==> src/rtl/cpu_dma_bus_scheduler.sv <==
// Time-slot scheduler sharing one synchronous RAM between the 8080 CPU core and a DMA read port.
// The CPU gets one access per CPU_DIV-clock slot; spare phases and whole HOLD slots serve DMA reads.
module cpu_dma_bus_scheduler #(
    parameter int CPU_DIV = 8,   // clocks per slot, 3..32
    parameter int AW      = 16
) (
    input  logic          clock,
    input  logic          reset_n,
    input  logic [AW-1:0] cpu_address,
    input  logic [7:0]    cpu_out,
    input  logic          cpu_we,
    output logic          cpu_ce,
    output logic [7:0]    cpu_in,
    input  logic          dma_req,
    input  logic [AW-1:0] dma_addr,
    output logic          dma_ack,
    output logic          dma_valid,
    output logic [7:0]    dma_data,
    input  logic          dma_hold,
    output logic          dma_hlda,
    output logic [AW-1:0] mem_addr,
    output logic [7:0]    mem_wdata,
    output logic          mem_we,
    input  logic [7:0]    mem_q
);
    localparam int            PW          = $clog2(CPU_DIV);
    localparam logic [PW-1:0] PH_CPU_ADDR = PW'(0);
    localparam logic [PW-1:0] PH_CPU_DATA = PW'(1);
    localparam logic [PW-1:0] PH_LAST     = PW'(CPU_DIV - 1);

    logic [PW-1:0] ph_q;
    logic [PW-1:0] ph_d;
    logic          hold_slot_q;
    logic          hold_slot_d;
    logic          dma_valid_q;
    logic          dma_valid_d;
    logic          ph_last;
    logic          issue_phase;

    always_comb begin
        ph_last     = (ph_q == PH_LAST);
        ph_d        = ph_last ? '0 : ph_q + 1'b1;
        // Hold is only ever decided at a slot boundary, so a CPU slot is never cut short.
        hold_slot_d = ph_last ? dma_hold : hold_slot_q;
        issue_phase = hold_slot_q || (ph_q > PH_CPU_DATA);

        dma_ack     = reset_n && issue_phase && dma_req;
        dma_valid_d = dma_ack;
        cpu_ce      = reset_n && !hold_slot_q && (ph_q == PH_CPU_DATA);
        mem_we      = reset_n && !hold_slot_q && (ph_q == PH_CPU_ADDR) && cpu_we;
        mem_addr    = dma_ack ? dma_addr : cpu_address;
    end

    assign mem_wdata = cpu_out;
    assign cpu_in    = mem_q;
    assign dma_data  = mem_q;
    assign dma_hlda  = hold_slot_q;
    // A read in flight when reset arrives is dropped rather than reported.
    assign dma_valid = dma_valid_q && reset_n;

    always_ff @(posedge clock) begin
        if (!reset_n) begin
            ph_q        <= '0;
            hold_slot_q <= 1'b0;
            dma_valid_q <= 1'b0;
        end else begin
            ph_q        <= ph_d;
            hold_slot_q <= hold_slot_d;
            dma_valid_q <= dma_valid_d;
        end
    end
endmodule

==> config.mk <==
export PLATFORM = sky130hd
export DESIGN_NAME = cpu_dma_bus_scheduler
export DESIGN_NICKNAME = d
export VERILOG_FILES = /design/src/rtl/cpu_dma_bus_scheduler.sv
export SDC_FILE = /design/constraint.sdc
export NUM_CORES = 1
export LEC_CHECK = 0
export CAP_MARGIN = 20
export CELL_PAD_IN_SITES_DETAIL_PLACEMENT = 0
export CELL_PAD_IN_SITES_GLOBAL_PLACEMENT = 2
export CORE_MARGIN = 5
export CORE_UTILIZATION = 11
export DETAILED_ROUTE_END_ITERATION = 8
export GPL_ROUTABILITY_DRIVEN = 0
export GPL_TIMING_DRIVEN = 0
export PLACE_DENSITY_LB_ADDON = 0.1
export SLEW_MARGIN = 15
export SYNTH_ARGS = -nofsm -noshare
export SYNTH_HDL_FRONTEND = slang
export SYNTH_SLANG_ARGS = --single-unit
==> constraint.sdc <==
create_clock -name clock -period 3.5 [get_ports clock]
set_clock_uncertainty 0.1 [all_clocks]
set_input_delay 1.05 -clock clock [delete_from_list [all_inputs] [get_ports clock]]
set_output_delay 1.05 -clock clock [all_outputs]
set_load 0.1 [all_outputs]
==> summary.md, run 1 <==
| Metric | Value |
|---|---|
| Mux contribution to synthesized area | `32.6%` |
| Sink Count | `5` |
| Measured slew at the worst slew-check pin | `0.981 ns` |
| Crit path max-delay family | `buffers and inverters` |
| CP max stage delay | `1.13 ns` |
| Initial antenna violation count | `0` |
| TritonCTS Buffers | `3` |
| Hold Crit Start | `dma_hlda` |
| Max Transition Viols Final | `0` |
| Crit path from | `mem_q[5]` |
| Die ar. | `7920 µm²` |
| Routed len/inst | `12.1 µm` |
| Async set-reset flop share out of synthesis | `0%` |
| Crit share post-route | `97.3%` |
| Register area share after synthesis | `14.6%` |
| Most common cell after layout, fill and taps aside | `clkdlybuf4s50_1` |
| # fillers | `629` |
| Mapped Area | `687 µm²` |
| Routed wire length | `2760 µm` |
| FF+latch area | `100 µm²` |
| Max Cap Viol | `0` |
| Maximum VDD drop | `0.294 mV` |
| Main combinational cell family by area after synthesis | `multiplexers` |
| PwrDens | `345 nW/µm²` |
| Post-Synth Simple-Gate Area | `9.47%` |
| Vias after detailed routing | `764` |
| Share of layout cells above drive strength 1 | `46.8%` |
| Startpoint Class | `input pin` |
| Hold Path Class | `flop to flop` |
| Cell row count | `28` |
| GRT overflow | `0` |
| Via density | `3.34` |
| Placed wire-length estimate | `2250 µm` |
| Crit path max fanout | `2` |
| Post-Place Cells | `221` |
| Design Area, Final | `1840 µm²` |
| Synthesized Nets | `122` |
| Num ports | `98` |
| Total power | `0.634 mW` |
| Worst Path Class, Setup | `input pin to output pin` |
| Initial cell density of the core | `11.5%` |
| Slowest-stage cell, CP | `clkdlybuf4s50_1` |
| Hold slack final | `0.447 ns` |
| Synth unique cells | `19` |
| Worst-path clk slew | `0.03 ns` |
| Syn. warnings | `0` |
| Pin count of the biggest net entering global routing | `9` |
| Worst path buffer plus inverter count | `2` |
| Buffers added on ports | `81` |
| Die Ht | `89.0 µm` |
| Final cell count without fillers | `229` |
| Nets@finish | `212` |
| Syn Inst Count | `65` |
| Lkg Pwr | `0.808 nW` |
| Vias in the first global route | `764` |
| Min Tclk post-route | `3.41 ns` |
| Setup Viol. Count Final | `0` |
| #FFs+latches synth | `5` |
| H-tree levels | `1` |
| Most frequent cells in the layout | `59 x clkdlybuf4s50_1, 24 x buf_4, 16 x mux2_4` |
| DRC viols | `0` |
| CTS max path bufs | `2` |
| CTS tree | `yes` |
| Reg2reg setup slack | `2.16 ns` |
| Outcome | `finished, final reports clean` |
| RSZ-0062 raised after global routing | `no` |
| Launch point of the worst reg-to-reg path | `ph_q[0]` |
| Area Growth Syn to Fin | `168%` |
| DR pass1 iterations | `4` |
| Main synth FF type | `dfxtp_1` |
| Worst Path Required | `2.35 ns` |
| Number of diodes | `0` |
| First-pass GRT wire length | `3790 µm` |
| Antenna-violating nets left | `0` |
| Placed cell area | `1590 µm²` |
| Die width | `89.0 µm` |
| Complex-gate fraction of the synthesized area | `5.83%` |
| CP Cell Sequence | `buf_4, clkdlybuf4s50_1` |
| Post-synth EDFFs | `0` |
| Total track usage | `6.05%` |
| Post-Synth Adder-Cell Area | `7.29%` |
| Fmax | `294 MHz` |
| Syn avg cell area | `10.6 µm²` |
| 1st-iter DRT viols | `8` |
| CP Data Arrival Time | `2.26 ns` |
| Multi-input logic area | `405 µm²` |
| Core Area | `5990 µm²` |
| CP endpoint kind | `output pin` |
| Skew-Pair Late Insertion Delay | `0.22 ns` |
| Post-Synth XOR/XNOR Area | `0%` |
| Fin. Hold Viols | `0` |
| Rel. slew slack | `34.4%` |
| Clock tree root driver cell | `clkbuf_8` |
[power by group]
| part | internal [mW] | switching (mW) | leakage (nW) |
|---|---|---|---|
| Sequential | 0.0612 | 0.00411 | 0.0410 |
| Combinational | 0.171 | 0.294 | 0.744 |
| Clock | 0.0781 | 0.0266 | 0.0228 |
[cell families after synthesis]
group | count (synthesis)
AND/OR/NAND/NOR | 9
buffers and inverters | 27
AO/OA/AOI/OAI | 3
multiplexers | 17
flip-flops | 5
adder cells (fa/ha/maj) | 4
[through the flow]
step                      setup WS, ns  utilization [%]  TNS (ns)
after floorplan                  0.235                -         0
after global placement           -1.28             26.6    -22.40
after detailed placement         -1.28             26.6    -22.48
after CTS                       0.0263             30.8         0
after global routing            0.0512             30.7         0
final                           0.0939             30.7         0
[layout make-up]
type	instances	area share, %
multi-input cells	33	22.0
clock buffers	4	2.45
plain buffers	25	10.9
flip-flops and latches	5	5.44
repair buffers	85	53.7
well taps	75	5.10
inverters	2	0.408
[state kept, by name, indices dropped and copies added (netlist names)]
| signal | cells |
|---|---|
| dma_hlda | 1 |
| dma_valid_q | 1 |
| ph_q | 3 |
[cells in the mapped netlist (2+ instances only)]
master | number | share of area [%]
ha_1 | 4 | 7.3
mux2_2 | 7 | 11
inv_1 | 2 | 1.1
and3b_1 | 2 | 2.6
dfxtp_1 | 5 | 15
mux2_4 | 9 | 20
buf_4 | 24 | 26
[final timing paths]
kind                             endpoint  depth (start not counted)
worst max-delay path            cpu_in[5]                          2
worst min-delay path             dma_hlda                          2
worst max register to register   dma_hlda                          4
worst min register to register   dma_hlda                          2
[repair_timing]
action | in CTS | in global routing
resized for setup | 160 | 2
endpoints found under the setup margin | 20 | 7
hold buffers | 0 | 0
cloned | 1 | 0
setup buffers | 3 | 0
[per-layer routing]
layer | GRT usage, % | wire length (µm) | vias to the layer above
li1 | - | - | 374
met1 | 6.84 | 954 | 342
met2 | 11.6 | 1440 | 48
met3 | 1.84 | 370 | 0
met4 | 0.406 | 0 | 0
met5 | 0 | 0 | -
Power figures use the tool's default switching activity.
==> run 2, diff against run 1 <==
--- a/config.mk
+++ b/config.mk
@@ -14,7 +14,7 @@
 export GPL_ROUTABILITY_DRIVEN = 0
 export GPL_TIMING_DRIVEN = 0
 export PLACE_DENSITY_LB_ADDON = 0.1
-export SLEW_MARGIN = 15
+export SKIP_CTS_REPAIR_TIMING = 1
 export SYNTH_ARGS = -nofsm -noshare
 export SYNTH_HDL_FRONTEND = slang
 export SYNTH_SLANG_ARGS = --single-unit
==> run 2 against run 1 <==
Effect of this change: clock-buffer cell count stayed put; critical path depth stayed put; power is 0.95% lower; die area stayed put; combinational power is 1% lower; first-iteration DRC count is 38% lower; critical path type unchanged.
==> summary.md, run 2 (synthesis results as in run 1) <==
| Metric | Value |
|---|---|
| Routed wire length | `2740 µm (was 2760 µm)` |
| Initial cell density of the core | `11.5% (unchanged)` |
| Max Transition Viols Final | `0 (unchanged)` |
| Cell row count | `28 (unchanged)` |
| Vias after detailed routing | `752 (was 764)` |
| Number of diodes | `0 (unchanged)` |
| PwrDens | `347 nW/µm² (was 345 nW/µm²)` |
| Core Area | `5990 µm² (unchanged)` |
| Worst path buffer plus inverter count | `2 (unchanged)` |
| Total track usage | `5.45% (was 6.05%)` |
| CP Cell Sequence | `buf_4, clkdlybuf4s50_1 (unchanged)` |
| Buffers added on ports | `81 (unchanged)` |
| Setup Viol. Count Final | `0 (unchanged)` |
| Placed wire-length estimate | `2250 µm (unchanged)` |
| Num ports | `98 (unchanged)` |
| TritonCTS Buffers | `3 (unchanged)` |
| Sink Count | `5 (unchanged)` |
| Rel. slew slack | `34.2% (was 34.4%)` |
| Setup_tns | `0 ns (unchanged)` |
| Most frequent cells in the layout | `59 x clkdlybuf4s50_1, 24 x buf_4, 16 x mux2_4 (unchanged)` |
| RSZ-0062 raised after global routing | `no (unchanged)` |
| Fin. Hold Viols | `0 (unchanged)` |
| DR pass1 iterations | `4 (unchanged)` |
| Routed len/inst | `12.0 µm (was 12.1 µm)` |
| Skew-Pair Late Insertion Delay | `0.22 ns (about the same)` |
| Min Tclk post-route | `3.41 ns (about the same)` |
| Via density | `3.31 (was 3.34)` |
| Worst-path clk slew | `0.03 ns (about the same)` |
| GRT overflow | `0 (unchanged)` |
| Maximum VDD drop | `0.294 mV (about the same)` |
| CP max stage delay | `1.13 ns (about the same)` |
| Hold slack final | `0.447 ns (about the same)` |
| Lkg Pwr | `0.830 nW (was 0.808 nW)` |
| Most common cell after layout, fill and taps aside | `clkdlybuf4s50_1 (unchanged)` |
| Hold Path Class | `flop to flop (unchanged)` |
| Worst Path Class, Setup | `input pin to output pin (unchanged)` |
| CP Data Arrival Time | `2.26 ns (about the same)` |
| Area Growth Syn to Fin | `164% (was 168%)` |
| First-pass GRT wire length | `3440 µm (was 3790 µm)` |
| Post-route setup slack | `0.0934 ns (was 0.0939 ns)` |
| Initial antenna violation count | `0 (unchanged)` |
| CTS tree | `yes (unchanged)` |
| Max Cap Viol | `0 (unchanged)` |
| Measured slew at the worst slew-check pin | `0.985 ns (was 0.981 ns)` |
| Crit share post-route | `97.3% (about the same)` |
| Die Ht | `89.0 µm (unchanged)` |
| CTS max path bufs | `2 (unchanged)` |
| Reg2reg setup slack | `2.16 ns (about the same)` |
| Vias in the first global route | `699 (was 764)` |
| Max reg flops | `3 (unchanged)` |
| Crit path max fanout | `2 (unchanged)` |
| Die ar. | `7920 µm² (unchanged)` |
| Startpoint Class | `input pin (unchanged)` |
| Share of layout cells above drive strength 1 | `45.4% (was 46.8%)` |
| Worst Path Required | `2.35 ns (about the same)` |
| Slowest-stage cell, CP | `clkdlybuf4s50_1 (unchanged)` |
| Outcome | `finished, final reports clean (unchanged)` |
| Antenna-violating nets left | `0 (unchanged)` |
| CP endpoint kind | `output pin (unchanged)` |
| 1st-iter DRT viols | `5 (was 8)` |
| H-tree levels | `1 (unchanged)` |
| Die width | `89.0 µm (unchanged)` |
| Total power | `0.628 mW (was 0.634 mW)` |
| Clock tree root driver cell | `clkbuf_8 (unchanged)` |
| DRC viols | `0 (unchanged)` |
| Pre-CTS WS | `-1.28 ns (unchanged)` |
| Most flop-heavy register | `ph_q (unchanged)` |
| Fmax | `294 MHz (about the same)` |
| Crit path max-delay family | `buffers and inverters (unchanged)` |
| Pin count of the biggest net entering global routing | `11 (was 9)` |
| Nets@finish | `210 (was 212)` |
-- run 2: final cells by class --
| class | instances | area, µm² |
|---|---|---|
| fill | 627 | 4180 |
| inverter | 2 | 7.51 |
| multi-input combinational | 33 | 405 |
| tap | 75 | 93.8 |
| buffer | 25 | 200 |
| timing repair buffer | 83 | 960 |
| sequential | 5 | 100 |
| clock buffer | 4 | 45.0 |
-- run 2: metal layers --
metal  wire length (µm)  share of wire (%)  GRT usage [%]  vias up
met4                  0                  0          0.406        0
met2               1370                 50           10.2       48
met1                996                 36           6.24      334
met5                  0                  0              0        -
met3                367                 13           1.84        0
li1                   -                  -              -      370
-- run 2: path summary, 6_finish.rpt --
check | start | endpoint | cells after the start
worst max register to register | ph_q[0] | dma_hlda | 4
worst max-delay path | mem_q[5] | cpu_in[5] | 2
worst min register to register | dma_hlda | dma_hlda | 2
worst min-delay path | dma_hlda | dma_hlda | 2
-- run 2: through the flow --
stage	instance area, µm²	cells	util (%)
2_1_floorplan	687	65	-
3_3_place_gp	1590	221	26.6
3_5_place_dp	1590	221	26.6
4_1_cts	1640	225	27.3
5_1_grt	1810	227	30.2
6_report	1810	227	30.2
-- run 2: power breakdown --
part / switching (mW) / internal (mW) / total, mW
logic: 0.292 / 0.166 / 0.458
clock network: 0.0266 / 0.0781 / 0.105
registers: 0.00411 / 0.0612 / 0.0653
==> run 3, diff against run 2 <==
--- a/config.mk
+++ b/config.mk
@@ -11,7 +11,7 @@
 export CORE_MARGIN = 5
 export CORE_UTILIZATION = 11
 export DETAILED_ROUTE_END_ITERATION = 8
-export GPL_ROUTABILITY_DRIVEN = 0
+export GPL_ROUTABILITY_DRIVEN = 1
 export GPL_TIMING_DRIVEN = 0
 export PLACE_DENSITY_LB_ADDON = 0.1
 export SKIP_CTS_REPAIR_TIMING = 1
==> results of run 3 <==
No change in the layout: final DEF, timing and power equal those of run 2.
